File: src/rtl/mat_elementwise.sv
// Element-wise float32 matrix engine: SCALE, HADAMARD, ADD, SUB over M x N,
// time-multiplexed across N_UNITS lanes of multiplier/adder handshake cores.
// Ports: clk, rst (sync, active-high); input_op/input_scalar/input_a/input_b
// with input_stb/input_ack; output_mat with output_mat_stb/output_mat_ack;
// busy high from accept until the result is taken.
// Option: define MAT_ELEMWISE_RELU_EN to zero every result with bit 31 set.

module multiplier (
    input  logic        clk,
    input  logic        rst,
    input  logic [31:0] input_a,
    input  logic        input_a_stb,
    output logic        input_a_ack,
    input  logic [31:0] input_b,
    input  logic        input_b_stb,
    output logic        input_b_ack,
    output logic [31:0] output_z,
    output logic        output_z_stb,
    input  logic        output_z_ack
);
    logic [31:0] a_q, b_q;
    logic        ga_q, gb_q;

    // Round-to-nearest-even; subnormals flush to zero.
    function automatic logic [31:0] fmul(input logic [31:0] a, input logic [31:0] b);
        logic        s, g, st;
        logic [47:0] p;
        logic [23:0] m;
        logic [24:0] mr;
        logic [31:0] r;
        int          e;
        s = a[31] ^ b[31];
        r = {s, 31'b0};
        if ((&a[30:23] && |a[22:0]) || (&b[30:23] && |b[22:0])) begin
            r = 32'h7FC00000;
        end else if (&a[30:23] || &b[30:23]) begin
            if (a[30:23] == 8'd0 || b[30:23] == 8'd0) r = 32'h7FC00000;
            else r = {s, 8'hFF, 23'b0};
        end else if (a[30:23] != 8'd0 && b[30:23] != 8'd0) begin
            p = 48'({1'b1, a[22:0]}) * 48'({1'b1, b[22:0]});
            e = int'(a[30:23]) + int'(b[30:23]) - 127;
            if (p[47]) begin
                m  = p[47:24];
                g  = p[23];
                st = |p[22:0];
                e  = e + 1;
            end else begin
                m  = p[46:23];
                g  = p[22];
                st = |p[21:0];
            end
            mr = {1'b0, m} + 25'(g && (st || m[0]));
            if (mr[24]) e = e + 1;
            if (e >= 255) r = {s, 8'hFF, 23'b0};
            else if (e <= 0) r = {s, 31'b0};
            else r = {s, e[7:0], mr[22:0]};
        end
        return r;
    endfunction

    assign input_a_ack = ~ga_q & ~output_z_stb;
    assign input_b_ack = ~gb_q & ~output_z_stb;

    always_ff @(posedge clk) begin
        if (rst) begin
            a_q          <= '0;
            b_q          <= '0;
            ga_q         <= 1'b0;
            gb_q         <= 1'b0;
            output_z     <= '0;
            output_z_stb <= 1'b0;
        end else begin
            if (input_a_stb && input_a_ack) begin
                a_q  <= input_a;
                ga_q <= 1'b1;
            end
            if (input_b_stb && input_b_ack) begin
                b_q  <= input_b;
                gb_q <= 1'b1;
            end
            if (ga_q && gb_q) begin
                output_z     <= fmul(a_q, b_q);
                output_z_stb <= 1'b1;
                ga_q         <= 1'b0;
                gb_q         <= 1'b0;
            end
            if (output_z_stb && output_z_ack) output_z_stb <= 1'b0;
        end
    end
endmodule

module adder (
    input  logic        clk,
    input  logic        rst,
    input  logic [31:0] input_a,
    input  logic        input_a_stb,
    output logic        input_a_ack,
    input  logic [31:0] input_b,
    input  logic        input_b_stb,
    output logic        input_b_ack,
    output logic [31:0] output_z,
    output logic        output_z_stb,
    input  logic        output_z_ack
);
    logic [31:0] a_q, b_q;
    logic        ga_q, gb_q;

    // 26 guard bits below the mantissa; bits shifted past them fold into a
    // sticky lsb so rounding stays exact for both add and subtract.
    function automatic logic [31:0] fadd(input logic [31:0] a, input logic [31:0] b);
        logic [31:0] x, y, r;
        logic [50:0] mx, my, sh, sum, nrm;
        logic [24:0] m;
        logic        st;
        int          d, p, e;
        r = 32'h0;
        if (&a[30:23] || &b[30:23]) begin
            if ((&a[30:23] && |a[22:0]) || (&b[30:23] && |b[22:0])) r = 32'h7FC00000;
            else if (&a[30:23] && &b[30:23] && a[31] != b[31]) r = 32'h7FC00000;
            else r = &a[30:23] ? a : b;
        end else if (a[30:23] == 8'd0 && b[30:23] == 8'd0) begin
            r = {a[31] & b[31], 31'b0};
        end else if (a[30:23] == 8'd0) begin
            r = b;
        end else if (b[30:23] == 8'd0) begin
            r = a;
        end else begin
            if (a[30:0] < b[30:0]) begin
                x = b;
                y = a;
            end else begin
                x = a;
                y = b;
            end
            d  = int'(x[30:23]) - int'(y[30:23]);
            mx = {2'b01, x[22:0], 26'b0};
            my = {2'b01, y[22:0], 26'b0};
            sh = (d > 50) ? 51'b0 : (my >> d);
            st = (d > 50) ? 1'b1 : ((sh << d) != my);
            sh[0] = sh[0] | st;
            sum = (x[31] == y[31]) ? mx + sh : mx - sh;
            if (sum != 51'b0) begin
                p = 0;
                for (int i = 0; i < 51; i++) if (sum[i]) p = i;
                nrm = sum << (50 - p);
                e   = int'(x[30:23]) + p - 49;
                m   = {1'b0, nrm[50:27]};
                if (nrm[26] && (|nrm[25:0] || m[0])) m = m + 25'd1;
                if (m[24]) e = e + 1;
                if (e >= 255) r = {x[31], 8'hFF, 23'b0};
                else if (e <= 0) r = {x[31], 31'b0};
                else r = {x[31], e[7:0], m[22:0]};
            end
        end
        return r;
    endfunction

    assign input_a_ack = ~ga_q & ~output_z_stb;
    assign input_b_ack = ~gb_q & ~output_z_stb;

    always_ff @(posedge clk) begin
        if (rst) begin
            a_q          <= '0;
            b_q          <= '0;
            ga_q         <= 1'b0;
            gb_q         <= 1'b0;
            output_z     <= '0;
            output_z_stb <= 1'b0;
        end else begin
            if (input_a_stb && input_a_ack) begin
                a_q  <= input_a;
                ga_q <= 1'b1;
            end
            if (input_b_stb && input_b_ack) begin
                b_q  <= input_b;
                gb_q <= 1'b1;
            end
            if (ga_q && gb_q) begin
                output_z     <= fadd(a_q, b_q);
                output_z_stb <= 1'b1;
                ga_q         <= 1'b0;
                gb_q         <= 1'b0;
            end
            if (output_z_stb && output_z_ack) output_z_stb <= 1'b0;
        end
    end
endmodule

module mat_elementwise #(
    parameter int M       = 2,
    parameter int N       = 2,
    parameter int N_UNITS = 1
) (
    input  logic                      clk,
    input  logic                      rst,
    input  logic [1:0]                input_op,
    input  logic [31:0]               input_scalar,
    input  logic [M-1:0][N-1:0][31:0] input_a,
    input  logic [M-1:0][N-1:0][31:0] input_b,
    input  logic                      input_stb,
    output logic                      input_ack,
    output logic [M-1:0][N-1:0][31:0] output_mat,
    output logic                      output_mat_stb,
    input  logic                      output_mat_ack,
    output logic                      busy
);
    localparam int NE  = M * N;
    localparam int NB  = (NE + N_UNITS - 1) / N_UNITS;
    localparam int TOT = NB * N_UNITS;
    localparam int TW  = TOT * 32;
    localparam int BW  = (NB > 1) ? $clog2(NB) : 1;
    localparam int IW  = (TOT > 1) ? $clog2(TOT) : 1;

    typedef enum logic [1:0] {GET, ISSUE, COLLECT, PUT} state_t;

    state_t                   state_q;
    logic [1:0]               op_q;
    logic [31:0]              s_q;
    logic [TOT-1:0][31:0]     a_q, b_q, res_q;
    logic [BW-1:0]            batch_q;
    logic                     ack_q, stb_q, busy_q;
    logic [N_UNITS-1:0]       a_stb_q, b_stb_q, z_ack_q;
    logic [N_UNITS-1:0]       a_ack_w, b_ack_w, z_stb_w;
    logic [N_UNITS-1:0][31:0] z_w;
    logic [N_UNITS-1:0][IW-1:0] idx_w;
    logic                     use_mul;

    assign use_mul        = ~op_q[1];
    assign input_ack      = ack_q;
    assign output_mat_stb = stb_q;
    assign busy           = busy_q;

    for (genvar i = 0; i < N_UNITS; i++) begin : g_lane
        logic [31:0] opa, opb, bi, mz, az, zs;
        logic        ma_ack, mb_ack, mz_stb, aa_ack, ab_ack, az_stb;

        assign idx_w[i] = IW'(int'(batch_q) * N_UNITS + i);
        assign opa = a_q[idx_w[i]];
        assign bi  = b_q[idx_w[i]];
        assign opb = (op_q == 2'd0) ? s_q :
                     (op_q == 2'd3) ? {~bi[31], bi[30:0]} : bi;

        multiplier u_mul (
            .clk(clk), .rst(rst),
            .input_a(opa), .input_a_stb(a_stb_q[i] & use_mul), .input_a_ack(ma_ack),
            .input_b(opb), .input_b_stb(b_stb_q[i] & use_mul), .input_b_ack(mb_ack),
            .output_z(mz), .output_z_stb(mz_stb), .output_z_ack(z_ack_q[i] & use_mul)
        );

        adder u_add (
            .clk(clk), .rst(rst),
            .input_a(opa), .input_a_stb(a_stb_q[i] & ~use_mul), .input_a_ack(aa_ack),
            .input_b(opb), .input_b_stb(b_stb_q[i] & ~use_mul), .input_b_ack(ab_ack),
            .output_z(az), .output_z_stb(az_stb), .output_z_ack(z_ack_q[i] & ~use_mul)
        );

        assign a_ack_w[i] = use_mul ? ma_ack : aa_ack;
        assign b_ack_w[i] = use_mul ? mb_ack : ab_ack;
        assign z_stb_w[i] = use_mul ? mz_stb : az_stb;
        assign zs         = use_mul ? mz : az;
`ifdef MAT_ELEMWISE_RELU_EN
        assign z_w[i] = zs[31] ? 32'h0 : zs;
`else
        assign z_w[i] = zs;
`endif
    end

    always_ff @(posedge clk) begin
        if (rst) begin
            state_q    <= GET;
            op_q       <= '0;
            s_q        <= '0;
            a_q        <= '0;
            b_q        <= '0;
            res_q      <= '0;
            batch_q    <= '0;
            ack_q      <= 1'b0;
            stb_q      <= 1'b0;
            busy_q     <= 1'b0;
            a_stb_q    <= '0;
            b_stb_q    <= '0;
            z_ack_q    <= '0;
            output_mat <= '0;
        end else begin
            unique case (state_q)
                GET: begin
                    ack_q <= 1'b1;
                    if (input_stb && ack_q) begin
                        ack_q   <= 1'b0;
                        busy_q  <= 1'b1;
                        op_q    <= input_op;
                        s_q     <= input_scalar;
                        a_q     <= TW'(input_a);
                        b_q     <= TW'(input_b);
                        batch_q <= '0;
                        a_stb_q <= '1;
                        b_stb_q <= '1;
                        state_q <= ISSUE;
                    end
                end
                ISSUE: begin
                    a_stb_q <= a_stb_q & ~a_ack_w;
                    b_stb_q <= b_stb_q & ~b_ack_w;
                    if (a_stb_q == '0 && b_stb_q == '0) begin
                        z_ack_q <= '1;
                        state_q <= COLLECT;
                    end
                end
                COLLECT: begin
                    for (int i = 0; i < N_UNITS; i++) begin
                        if (z_ack_q[i] && z_stb_w[i]) begin
                            res_q[idx_w[i]] <= z_w[i];
                            z_ack_q[i]      <= 1'b0;
                        end
                    end
                    if (z_ack_q == '0) begin
                        if (batch_q == BW'(NB - 1)) begin
                            output_mat <= res_q[NE-1:0];
                            stb_q      <= 1'b1;
                            state_q    <= PUT;
                        end else begin
                            batch_q <= batch_q + BW'(1);
                            a_stb_q <= '1;
                            b_stb_q <= '1;
                            state_q <= ISSUE;
                        end
                    end
                end
                PUT: begin
                    if (output_mat_ack) begin
                        stb_q   <= 1'b0;
                        busy_q  <= 1'b0;
                        state_q <= GET;
                    end
                end
                default: state_q <= GET;
            endcase
        end
    end
endmodule
File: config.mk
export PLATFORM = sky130hd
export DESIGN_NAME = mat_elementwise
export DESIGN_NICKNAME = d
export VERILOG_FILES = /design/src/rtl/mat_elementwise.sv
export SDC_FILE = /design/constraint.sdc
export NUM_CORES = 2
export LEC_CHECK = 0
export CAP_MARGIN = 20
export CORE_MARGIN = 8
export CORE_UTILIZATION = 45
export CTS_CLUSTER_DIAMETER = 200
export DETAILED_ROUTE_END_ITERATION = 10
export PLACE_DENSITY = 0.59
export SETUP_SLACK_MARGIN = 0.1
export SYNTH_ARGS = -nofsm -noshare
export SYNTH_HDL_FRONTEND = slang
export SYNTH_SLANG_ARGS = --single-unit
File: constraint.sdc
create_clock -name clk -period 42.7 [get_ports clk]
set_clock_uncertainty 0.1 [all_clocks]
set_input_delay 10.675 -clock clk [delete_from_list [all_inputs] [get_ports clk]]
set_output_delay 10.675 -clock clk [all_outputs]
set_load 0.1 [all_outputs]
Word-level counts from Yosys, hierarchy flattened

Index checks and enable logic that the tools add are counted.

$add $sub $neg: 14
Multipliers: 1
Order comparisons: 8
Equal/unequal tests: 15
Shift operators: 3
Multiplexer cells: 173
Bitwise operators: 28
Reductions and logical operators: 67

Operators by type and width:

| operator                                                                           | number |
|---|---|
| 32-bit two-way mux                                                                 | 58 |
| 25-bit two-way mux                                                                 | 8 |
| 31-bit two-way mux                                                                 | 5 |
| 24-bit two-way mux                                                                 | 6 |
| 32-bit binary-select mux with 2-bit select                                         | 2 |
| 128-bit bitwise mux                                                                | 1 |
| 23-bit OR reduction                                                                | 5 |
| 6-bit two-way mux                                                                  | 19 |
| 51-bit two-way mux                                                                 | 2 |
| 51-bit by 32-bit << shifter with 51-bit output                                     | 2 |
| 32-bit by 2-bit adder with 32-bit output (second input constant)                   | 3 |
| 5-bit two-way mux                                                                  | 16 |
| 32-bit demux with 2-bit select                                                     | 1 |
| 32-bit by 9-bit >= comparator with 1-bit output (second input constant)            | 2 |
| 32-bit by 1-bit less-or-equal comparator with 1-bit output (second input constant) | 2 |
| 50-bit by 51-bit adder with 51-bit output                                          | 1 |
| 51-bit by 50-bit != test with 1-bit output                                         | 1 |
| 51-bit nonzero test                                                                | 1 |
| 50-bit by 32-bit >> shifter with 51-bit output                                     | 1 |
| 50-bit by 51-bit subtractor with 51-bit output                                     | 1 |
| 24-bit by 24-bit multiplier with 48-bit output                                     | 1 |
| 9-bit by 32-bit adder with 32-bit output                                           | 1 |
| 32-bit by 7-bit greater-than comparator with 1-bit output (second input constant)  | 1 |
| 8-bit logical NOT                                                                  | 4 |
| 41 further kinds                                                                   | 165 |

Flip-flop bits (word level): 754
Input port bits: 294
Output and inout bits: 131
Word-level logic and storage cells: 347

Longest topological paths before layout

Word-level depth: 103
Mapped depth: 78
Mapped depth without buffers: 65

Hierarchy

A second synthesis with hierarchy kept.

Cell total of the unflattened synthesis: 9,453
Area, all modules: 73,295.3 sq um

Modules (own cells, without submodules):

| module          | instances | cells an instance | area each (sq um) | sequential area each (sq um) |
|---|---|---|---|---|
| multiplier      | 1         | 3,141             | 25,863.6          | 1,981.9 |
| adder           | 1         | 3,825             | 25,229.2          | 1,981.9 |
| mat_elementwise | 1         | 2,487             | 22,202.5          | 11,130.7 |

Worst setup path before layout

OpenSTA, ideal clock, no wires.

Kind: register -> register
From: register g_lane[0].u_add.b_q[24]
To: register g_lane[0].u_add.output_z[23]
Setup time: 92 ps
Arrival time: 17,186 ps
Data required time: 42,508 ps
Path slack: 25,322 ps
Stages on the path, launching flop included: 68
Buffers on the path: 22
Period minus slack after synthesis: 17,378 ps
Cells stage by stage: dfxtp_1 -> clkbuf_1 -> inv_1 -> ha_1 -> nand4_1 -> or4_4 -> or4_4 -> o32a_1 -> buf_6 -> nand2_2 -> buf_2 -> clkbuf_1 -> clkbuf_1 -> mux2i_1 -> ha_1 -> clkbuf_1 -> buf_1 -> clkbuf_1 -> [... 32 more ...] -> clkbuf_1 -> a21o_1 -> clkbuf_1 -> nor2_1 -> a22o_1 -> a21o_1 -> mux4_2 -> mux2i_1 -> or4b_1 -> or4_1 -> o311a_1 -> o2111a_2 -> nand4b_2 -> buf_4 -> mux2_4 -> o21ai_1 -> a221oi_1 -> nor4_1

Word-level cells in the longest chain between the ends: 103
Elaborated cells on any way between the ends: 129
Those cells by class: add/sub: 8; order compare: 4; eq/ne: 2; shift: 3; mux: 99; bitwise: 1; reduce/logical: 12

Ends and longest elaborated chain:

| what                                                                                                | RTL line | source |
|---|---|---|
| start: declaration                                                                                  | 105      | `logic [31:0] a_q, b_q;` |
| start signal: assignment                                                                            | 175      | `b_q <= input_b;` |
| branches (longest 102 deep; another with 32-bit by 7-bit greater-than comparator with 1-bit output) | --       |  |
| 32-bit two-way mux *                                                                                | 117      | `if (&a[30:23] \|\| &b[30:23]) begin` |
| end signal: assignment                                                                              | 179      | `output_z <= fadd(a_q, b_q);` |
| end: declaration                                                                                    | 101      | `output logic [31:0] output_z,` |

Mark *: on every way between the ends. The select of a mux whose other input is x is not followed.
A chain may end at the register's enable or synchronous reset.

Worst setup path in the final report

From: register g_lane[0].u_add.b_q[27]
To: register g_lane[0].u_add.output_z[22]

The elaborated chain is that of the path after synthesis.

==> reports/qor.yml <==
run_status:
  status: "complete, no violations"
synth:
  netlist_instances: 8904
  yosys.area_share.adder: 0.193
  synth-edff-count: 0
  yosysWarnings: 0
  synthArstFlopShare: 0
  syn_nets: 9974
  ys_types: 136
  ys_seq_elements: 754
  synth_compound_area_frac: 0.204
  synth-main-ff-cell: "dfxtp_1"
  synthMuxAreaShare: 0.0661
  synth_top_family_by_area: "simple AND/OR/NAND/NOR gates"
  synth-simple-area-share: 0.222
  yosysSeqAreaShare: 0.218
  synth_area_per_cell_um2: 7.78
  synth_xor_area_frac: 0.0243
  syn_area_um2: 69300
timing:
  rsz0062_at_grt: "no"
  setup-violations-final: 0
  slew_headroom: 0.180
  hold_viol: 0
  slew_viol_final: 0
  timing.hold.ws_ns: 0.322
  max_freq_ghz: 0.0473
  tightest_slew_ns: 1.23
  min_period_ns: 21.13
  finalCritPeriodShare: 0.495
  tns_ns: 0
job:
  drv_cap: 0
route:
  ant_nets: 0
  num_vias: 69400
  dr.first_iter.drc_count: 8569
  wl_per_cell_um: 27.2
  drcViolationCount: 0
  wirelength_um: 302000
  vias_per_cell: 6.25
  first_pass_iters: 7
power:
  combPwrFrac: 0.674
  power.switching_mw: 2.45
  pwr-share-seq: 0.165
  leakage_nw: 30.6
  power_mw: 4.56
  p_per_area_nw_per_um2: 58.4
  p_clk_frac: 0.162
  p_int_mw: 2.11
  irDropWorstVdd_uv: 144
  switching_share: 0.537
clocking:
  clk_path_buf_depth: 3
  clock_latency_ns: 0.74
  path_clk_slew_ns: 0.06
  ctsHoldBuffers: 0
  numCtsBuffers: 84
  cts_root_buffer: "clkbuf_16"
  numClockSinks: 754
  postCtsSetupRepairBufs: 0
  cts_max_level: 3
  cts_tree: "done"
  post_cts_resized: 0
cells_and_area:
  drive_above_1_share: 0.0713
  fin_area_um2: 78100
  final_common_cell: "nand2_1"
  num-nets-final: 10000
  final_cell_mix: "nand2_1, a21oi_1, dfxtp_1"
  syn_to_final_growth_pct: 12.8
floorplanning:
  die_h_um: 408
  rows: 144
  io_pins: 425
  initial_utilization: 0.451
  core_area_um2: 154000
  die_w_um: 408
  dieArea_um2: 167000
worst_setup_path:
  start_kind: "register"
  crit_path_frequent_cell: "buf_4"
  setup.worst_path.end_class: "register"
  arrival_ns: 21.58
  path_class: "register to register"
  crit_slowest_cell: "o32ai_1"
  worstPathMaxFanout: 54
  slowest_delay_ns: 0.99
  critPathRequiredTime_ns: 43.15
global_routing:
  grt_max_degree: 255
  antenna_found_initial: 21
  gr-total-overflow: 0
  grt_pass1_wl_um: 445000
  track_usage: 0.346
  first_global_vias: 66200
placed_design:
  gp_congestion: 1.02
  io_buffers: 424
  placed_cell_area_um2: 75200
  dpl.hpwl_um: 230000
min_path:
  worstHoldPathType: "register to register"
==> power by group through the flow <==
| stage | Sequential [mW] | Combinational, mW | Clock (mW) |
|---|---|---|---|
| 2_1_floorplan | 0.756 | 2.04 | 0 |
| 3_3_place_gp | 0.765 | 2.97 | 0 |
| 3_5_place_dp | 0.766 | 2.95 | 0 |
| 4_1_cts | 0.750 | 2.96 | 0.747 |
| 5_1_grt | 0.753 | 3.22 | 0.778 |
| 6_report | 0.751 | 3.07 | 0.738 |
==> stage by stage <==
stage                     utilization  instances  worst slack, ns
after detailed placement        0.490      10900            22.46
after global placement          0.490      10900            22.51
after global routing            0.509      11100            20.70
after floorplan                     -       8904            25.32
final                           0.509      11100            21.57
after CTS                       0.508      11100            22.27
==> cell usage after synthesis, types with 20 or more instances <==
cell | number | area (um2)
o211ai_1 | 79 | 593
xor2_1 | 50 | 438
buf_2 | 61 | 305
mux4_2 | 103 | 2320
a21oi_1 | 779 | 3900
a311oi_1 | 20 | 175
a21o_1 | 56 | 420
o21bai_1 | 44 | 330
nor4_1 | 90 | 563
nand2_1 | 1718 | 6450
o2111ai_1 | 24 | 210
nand4_1 | 74 | 463
inv_1 | 632 | 2370
and2_1 | 275 | 1720
a221oi_1 | 25 | 219
o32ai_1 | 24 | 210
and3_1 | 45 | 282
dfxtp_1 | 754 | 15100
mux2i_1 | 181 | 1810
a211oi_1 | 281 | 2110
nand2b_1 | 25 | 156
or2_2 | 21 | 131
nand3_1 | 173 | 866
fa_1 | 485 | 9710
mux2_2 | 36 | 405
or3_1 | 51 | 319
o22ai_1 | 38 | 238
o21ai_0 | 251 | 1260
buf_1 | 65 | 244
a22o_1 | 34 | 298
xnor2_1 | 142 | 1240
o21a_1 | 21 | 158
a31oi_1 | 69 | 432
clkbuf_1 | 499 | 1870
o31ai_1 | 47 | 353
o21ai_1 | 45 | 225
o221ai_1 | 22 | 193
nor3_1 | 164 | 821
ha_1 | 291 | 3640
a22oi_1 | 37 | 278
nor2b_1 | 20 | 125
nor2_1 | 649 | 2440
==> layout make-up <==
cell class	count	area, um2
Tap cell	2044	2560
Inverter	636	2390
Timing Repair Buffer	627	5830
Antenna cell	15	37.5
Clock inverter	32	432
Clock buffer	122	2400
Multi-Input combinational cell	6867	49400
Sequential cell	754	15100
Fill cell	15100	75400
==> per-layer routing <==
metal / wire, um / share of wire / track usage
met3: 29700 / 0.098 / 0.0784
met4: 16200 / 0.054 / 0.159
met1: 126000 / 0.42 / 0.473
met5: 62 / 0.00021 / 0
met2: 130000 / 0.43 / 0.519
==> state kept, by name (all words and copies together), names as in the netlist, 2 cells and up <==
name,flops
a_q,128
b_q,128
output_mat,128
res_q,128
g_lane.u_add.a_q,32
g_lane.u_add.b_q,32
g_lane.u_add.output_z,32
g_lane.u_mul.a_q,32
g_lane.u_mul.b_q,32
g_lane.u_mul.output_z,32
s_q,32
batch_q,2
op_q,2
state_q,2
==> cells by family (layout without fill, tap and decap cells) <==
| family | Yosys count | in the layout |
|---|---|---|
| muxes | 323 | 323 |
| other | 0 | 15 |
| xor gates and xnor gates | 192 | 192 |
| and+or+nand+nor | 3428 | 3428 |
| adders and majority gates | 776 | 776 |
| DFF | 754 | 754 |
| AOI/OAI and AO/OA | 2148 | 2148 |
| buffers and inverters | 1283 | 1417 |
==> path summary, 6_finish.rpt <==
path | start | to | slack [ns] | cells past startpoint
max | g_lane[0].u_add.b_q[27] | g_lane[0].u_add.output_z[22] | 21.57 | 57
min | res_q[94] | output_mat[94] | 0.32 | 2
max reg2reg | g_lane[0].u_add.b_q[27] | g_lane[0].u_add.output_z[22] | 21.57 | 57
min reg2reg | res_q[94] | output_mat[94] | 0.32 | 2
==> worst max-delay path, delay by kind of cell (launching register included) <==
family	cells	cell delay (ns)
AO/OA/AOI/OAI	24	9.37
XOR/XNOR	1	0.39
adder cells (fa/ha/maj)	4	1.69
buffers and inverters	6	1.78
flip-flops	1	0.46
multiplexers	4	1.26
AND/OR/NAND/NOR	18	5.78
Power figures use the tool's default switching activity.
